### config.mk
export PLATFORM = sky130hd
export DESIGN_NAME = pc_sequencer
export DESIGN_NICKNAME = d
export VERILOG_FILES = /design/src/rtl/pc_sequencer.sv
export SDC_FILE = /design/constraint.sdc
export NUM_CORES = 1
export LEC_CHECK = 0
export ABC_AREA = 1
export CORE_ASPECT_RATIO = 0.8
export CORE_MARGIN = 2
export CORE_UTILIZATION = 52
export CTS_BUF_LIST = sky130_fd_sc_hd__clkbuf_8
export DETAILED_ROUTE_END_ITERATION = 6
export PLACE_DENSITY = 0.9
export SYNTH_ARGS = -nofsm -noshare
export SYNTH_HDL_FRONTEND = slang
export SYNTH_SLANG_ARGS = --single-unit
### constraint.sdc
create_clock -name clk -period 3.7 [get_ports clk]
set_clock_uncertainty 0.15 [all_clocks]
set_input_delay 0.37 -clock clk [delete_from_list [all_inputs] [get_ports clk]]
set_output_delay 0.37 -clock clk [all_outputs]
set_load 0.02 [all_outputs]
### src/rtl/pc_sequencer.sv
// Multi-cycle fetch/execute sequencer that drives the PC register's write-enable and next address.
// Optional build macro PC_MISALIGN_TRAP_EN turns misaligned jump/branch targets into exceptions.
module pc_sequencer #(
    parameter logic [31:0] RESET_PC   = 32'h0000_0000,
    parameter logic [31:0] EXC_VECTOR = 32'h0000_0080,
    parameter int unsigned CNT_W      = 32
) (
    input  logic             clk,
    input  logic             reset,
    input  logic [31:0]      cur_pc,
    output logic             imem_req,
    input  logic             imem_ack,
    input  logic             exec_done,
    input  logic             stall,
    input  logic             branch_taken,
    input  logic [31:0]      branch_target,
    input  logic             jump,
    input  logic [31:0]      jump_target,
    input  logic             exc_req,
    input  logic             halt,
    output logic             pc_wre,
    output logic [31:0]      next_pc,
    output logic [31:0]      epc,
    output logic [1:0]       state,
    output logic [CNT_W-1:0] retire_cnt,
    output logic             misalign
);

    typedef enum logic [1:0] {
        StIdle   = 2'b00,
        StFetch  = 2'b01,
        StExec   = 2'b10,
        StUpdate = 2'b11
    } state_e;

    // The PC register adds 4 on load, so a misaligned reset PC can never be reached.
    if (RESET_PC[1:0] != 2'b00) begin : g_bad_reset_pc
        $error("RESET_PC must be word aligned");
    end

    state_e           state_q, state_d;
    logic             halted_q, halted_d;
    logic             imem_req_q, imem_req_d;
    logic             pc_wre_q, pc_wre_d;
    logic [31:0]      next_pc_q, next_pc_d;
    logic [31:0]      epc_q, epc_d;
    logic [CNT_W-1:0] retire_q, retire_d;
    logic             misalign_q, misalign_d;

    logic [31:0] redirect;
    logic        redirect_en;
    logic        tgt_misaligned;

    assign redirect_en = jump | branch_taken;
    assign redirect    = jump ? jump_target : branch_target;

`ifdef PC_MISALIGN_TRAP_EN
    assign tgt_misaligned = redirect[1:0] != 2'b00;
`else
    assign tgt_misaligned = 1'b0;
`endif

    always_comb begin
        state_d    = state_q;
        halted_d   = halted_q;
        imem_req_d = 1'b0;
        pc_wre_d   = 1'b0;
        next_pc_d  = next_pc_q;
        epc_d      = epc_q;
        retire_d   = retire_q;
        misalign_d = misalign_q;

        unique case (state_q)
            StIdle: begin
                if (!halted_q) begin
                    state_d    = StFetch;
                    imem_req_d = 1'b1;
                end
            end
            StFetch: begin
                if (imem_ack) begin
                    state_d = StExec;
                end else begin
                    imem_req_d = 1'b1;
                end
            end
            StExec: begin
                if (exec_done && !stall) begin
                    state_d  = StUpdate;
                    pc_wre_d = 1'b1;
                    if (exc_req) begin
                        next_pc_d = EXC_VECTOR - 32'd4;
                        epc_d     = cur_pc;
                    end else if (halt) begin
                        retire_d = retire_q + CNT_W'(1);
                        halted_d = 1'b1;
                        state_d  = StIdle;
                        pc_wre_d = 1'b0;
                    end else if (redirect_en && tgt_misaligned) begin
                        next_pc_d  = EXC_VECTOR - 32'd4;
                        epc_d      = cur_pc;
                        misalign_d = 1'b1;
                    end else if (redirect_en) begin
                        next_pc_d = redirect - 32'd4;
                        retire_d  = retire_q + CNT_W'(1);
                    end else begin
                        // PC register adds 4, so presenting cur_pc yields the sequential PC.
                        next_pc_d = cur_pc;
                        retire_d  = retire_q + CNT_W'(1);
                    end
                end
            end
            StUpdate: begin
                state_d    = StFetch;
                imem_req_d = 1'b1;
            end
            default: state_d = StIdle;
        endcase
    end

    always_ff @(posedge clk) begin
        if (reset) begin
            state_q    <= StIdle;
            halted_q   <= 1'b0;
            imem_req_q <= 1'b0;
            pc_wre_q   <= 1'b0;
            next_pc_q  <= 32'd0;
            epc_q      <= 32'd0;
            retire_q   <= '0;
            misalign_q <= 1'b0;
        end else begin
            state_q    <= state_d;
            halted_q   <= halted_d;
            imem_req_q <= imem_req_d;
            pc_wre_q   <= pc_wre_d;
            next_pc_q  <= next_pc_d;
            epc_q      <= epc_d;
            retire_q   <= retire_d;
            misalign_q <= misalign_d;
        end
    end

    assign imem_req   = imem_req_q;
    assign pc_wre     = pc_wre_q;
    assign next_pc    = next_pc_q;
    assign epc        = epc_q;
    assign state      = state_q;
    assign retire_cnt = retire_q;
    assign misalign   = misalign_q;

endmodule

==> flow_summary.yaml <==
floorplan:
  die_y_um: 102
  die_area_um2: 12800
  num_rows: 35
  start_util_pct: 53.5
  io-pin-count: 206
  core_area_um2: 11600
  die_w_um: 126
cells_and_area:
  drive_above_1_share_pct: 6.51
  nFillCells: 1013
  final_util_pct: 72.9
  diodes: 0
  final_cell_count_no_fill: 1346
  areaGrowthSynthToFinish_pct: 36.3
  seq_area_um2: 2020
  multi_input_area_um2: 3490
  fin_area_um2: 8430
  finish.net_count: 1304
synthesis:
  synth_nets: 1121
  yosysUniqueCellTypes: 38
  synth_warnings: 0
  ys_seq_elements: 101
  synth.avg_cell_area_um2: 6.12
  seq_area_frac_synth_pct: 32.7
  synthesis.area_um2: 6180
  syn_inst: 1010
placement:
  hpwl_um: 16000
  gp_congestion: 1.03
  io_buffers: 204
  numPlacedInstances: 1330
  dp_slack_ns: 0.793
  post_dp_cell_area_um2: 8250
sta:
  maxSlewViolCount: 0
  max-slew-margin-rel_pct: 37.4
  setup_ws_ns: 1.17
  max_freq_mhz: 396
  finalHoldViolCount: 0
  finalSetupTns_ns: 0
  tightest_slew_ns: 0.939
  period_minus_slack_ns: 2.53
  grt_setup_unrepaired: "no"
  period_share_pct: 68.3
  holdWs_ns: 0.318
  setup_viol: 0
clock_tree:
  clockBufferDepth: 2
  clock_latency_ns: 0.38
  ctsResizeCount: 0
  cts_root_buf: "clkbuf_8"
  cts_buffers: 9
  clk_pin_slew_worst_paths_ns: 0.10
  post_cts_buffers: 0
  cts.sinks: 101
  cts_tree: "done"
  htree_levels: 3
  hold_buffers: 0
worst_setup_path:
  worstPathArrival_ns: 2.61
  cp-start-kind: "input pin"
  end_kind: "flop"
  critical-path-max-stage-delay_ns: 0.57
  crit_chain: "clkdlybuf4s50_1, buf_4, nand2_1, nand2_1, nand2_1, nor2_1, nand2_1, nor2_1, nand2_1, nand2_1, nand3_1, nand2_1, a21oi_1"
  critPathKind: "in2reg"
  rrSetupSlack_ns: 1.29
  crit_fanout: 27
  timing.rr.end: "next_pc[9]$_SDFFE_PP0P_"
  r2r_cells: 10
  critPathMostFrequentCell: "nand2_1"
  crit_required_ns: 3.79
  regToRegStartpoint: "state[0]$_SDFFE_PP0P_"
  critPathSlowestCell: "clkdlybuf4s50_1"
detailed_routing:
  ant_nets: 0
  drtPass1Iterations: 6
  drt_iter0_markers: 798
  vias_per_cell: 5.38
  routed_wirelength_um: 20900
  routedWlPerCell_um: 15.5
  num_vias: 7240
  drc: 0
pwr:
  p_int_mw: 1.59
  p_per_area_nw_per_um2: 277
  power.share.switching_pct: 31.6
  ir_drop_mv: 0.178
  p_sw_mw: 0.737
  cellLeakagePower_nw: 3.33
  p_total_mw: 2.33
  pwr-share-seq_pct: 48.5
  pwr-share-clk_pct: 29.4
  combinationalPowerShare_pct: 22.1
hold_path:
  hp-start: "epc[18]$_SDFFE_PP0P_"
  min_path_cells: 2
  hold_path.class: "reg2reg"
  hold_end: "epc[18]$_SDFFE_PP0P_"
run:
  drv_cap: 0
global_routing:
  grt_max_degree: 83
  antenna_found_initial: 0
  grt_pass1_vias: 6521
  grt_pass1_wl_um: 33100
  grt_overflow: 0
  grt_use_total_pct: 32.3
run_status:
  status: "complete, no violations"
==> synth_stat cells (all sizes together) <==
cell	n	share of area, %
o21a	2	0.24
o21ai	33	2.7
a41oi	1	0.14
and3	1	0.10
o21bai	2	0.24
nand4	15	1.5
a31oi	1	0.10
nand3	83	6.7
nor3	14	1.1
a211o	1	0.14
nand2	326	21
dfxtp	101	33
clkbuf	29	1.8
or2	4	0.40
a21oi	97	8.0
inv	117	7.2
o211ai	1	0.12
clkinv	1	0.061
nand3b	1	0.12
nor2	141	9.9
conb	1	0.061
buf	12	1.8
xor2	11	1.6
ha	6	1.2
xnor2	9	1.3
==> power groups by stage <==
stage               Combinational, mW  Sequential [mW]  Clock, mW
global route                    0.564             1.13      0.739
floorplan                       0.256             1.18          0
finish                          0.515             1.13      0.685
global placement                0.503             1.15          0
detailed placement              0.510             1.16          0
CTS                             0.513             1.13      0.691
==> area by class of cell <==
type	count	area share, %
Multi-Input combinational cell	750	41.4
Timing Repair Buffer	213	25.0
Sequential cell	101	24.0
Inverter	118	5.31
Tap cell	148	2.20
Clock buffer	9	1.47
Clock inverter	7	0.653
==> critical path, delay by kind of cell <==
| kind | cells | cell delay, ns |
|---|---|---|
| buffers and inverters | 2 | 0.88 |
| AO/OA/AOI/OAI | 1 | 0.06 |
| AND/OR/NAND/NOR | 10 | 1.31 |
==> cell families after synthesis <==
kind of cell / after synthesis / share of synthesized area [%]
and+or+nand+nor: 585 / 40.7
AOI/OAI and AO/OA: 138 / 11.6
buffers and inverters: 159 / 10.8
xor gates and xnor gates: 20 / 2.83
other: 1 / 0.0606
DFF: 101 / 32.7
adders and majority gates: 6 / 1.21
==> flip-flops by register name (all words and copies together) (netlist names) <==
name and cells:
retire_cnt 32, pc_wre 1, next_pc 32, epc 32
imem_req 1, state 2, halted_q 1
==> per-layer routing <==
metal  wire (um)  track usage, %
met1        9260            45.0
met2        9160            50.9
met3        2210            8.35
met4         263            7.35
met5           0               0
==> how the worst max path moves through the flow <==
stage / from / end / slack, ns / cells after the start
2_1_floorplan: jump / next_pc[30]$_SDFFE_PP0P_ / 1.59 / 16
3_3_place_gp: jump / next_pc[20]$_SDFFE_PP0P_ / 0.81 / 13
3_5_place_dp: jump / next_pc[30]$_SDFFE_PP0P_ / 0.79 / 15
4_1_cts: jump / next_pc[30]$_SDFFE_PP0P_ / 1.20 / 15
5_1_grt: jump / next_pc[30]$_SDFFE_PP0P_ / 0.93 / 15
6_report: jump / next_pc[20]$_SDFFE_PP0P_ / 1.17 / 13
==> cells in the final DEF, fill, tap and decap left out, drive strengths merged, types with 2 or more instances in the layout <==
cell,n
nand2,326
clkdlybuf4s50,203
nor2,141
inv,122
dfxtp,101
a21oi,97
nand3,83
o21ai,33
nand4,15
nor3,14
xor2,11
buf,10
xnor2,9
clkbuf,9
ha,6
or2,4
o21bai,2
o21a,2
clkinv,2
Power figures use the tool's default switching activity.
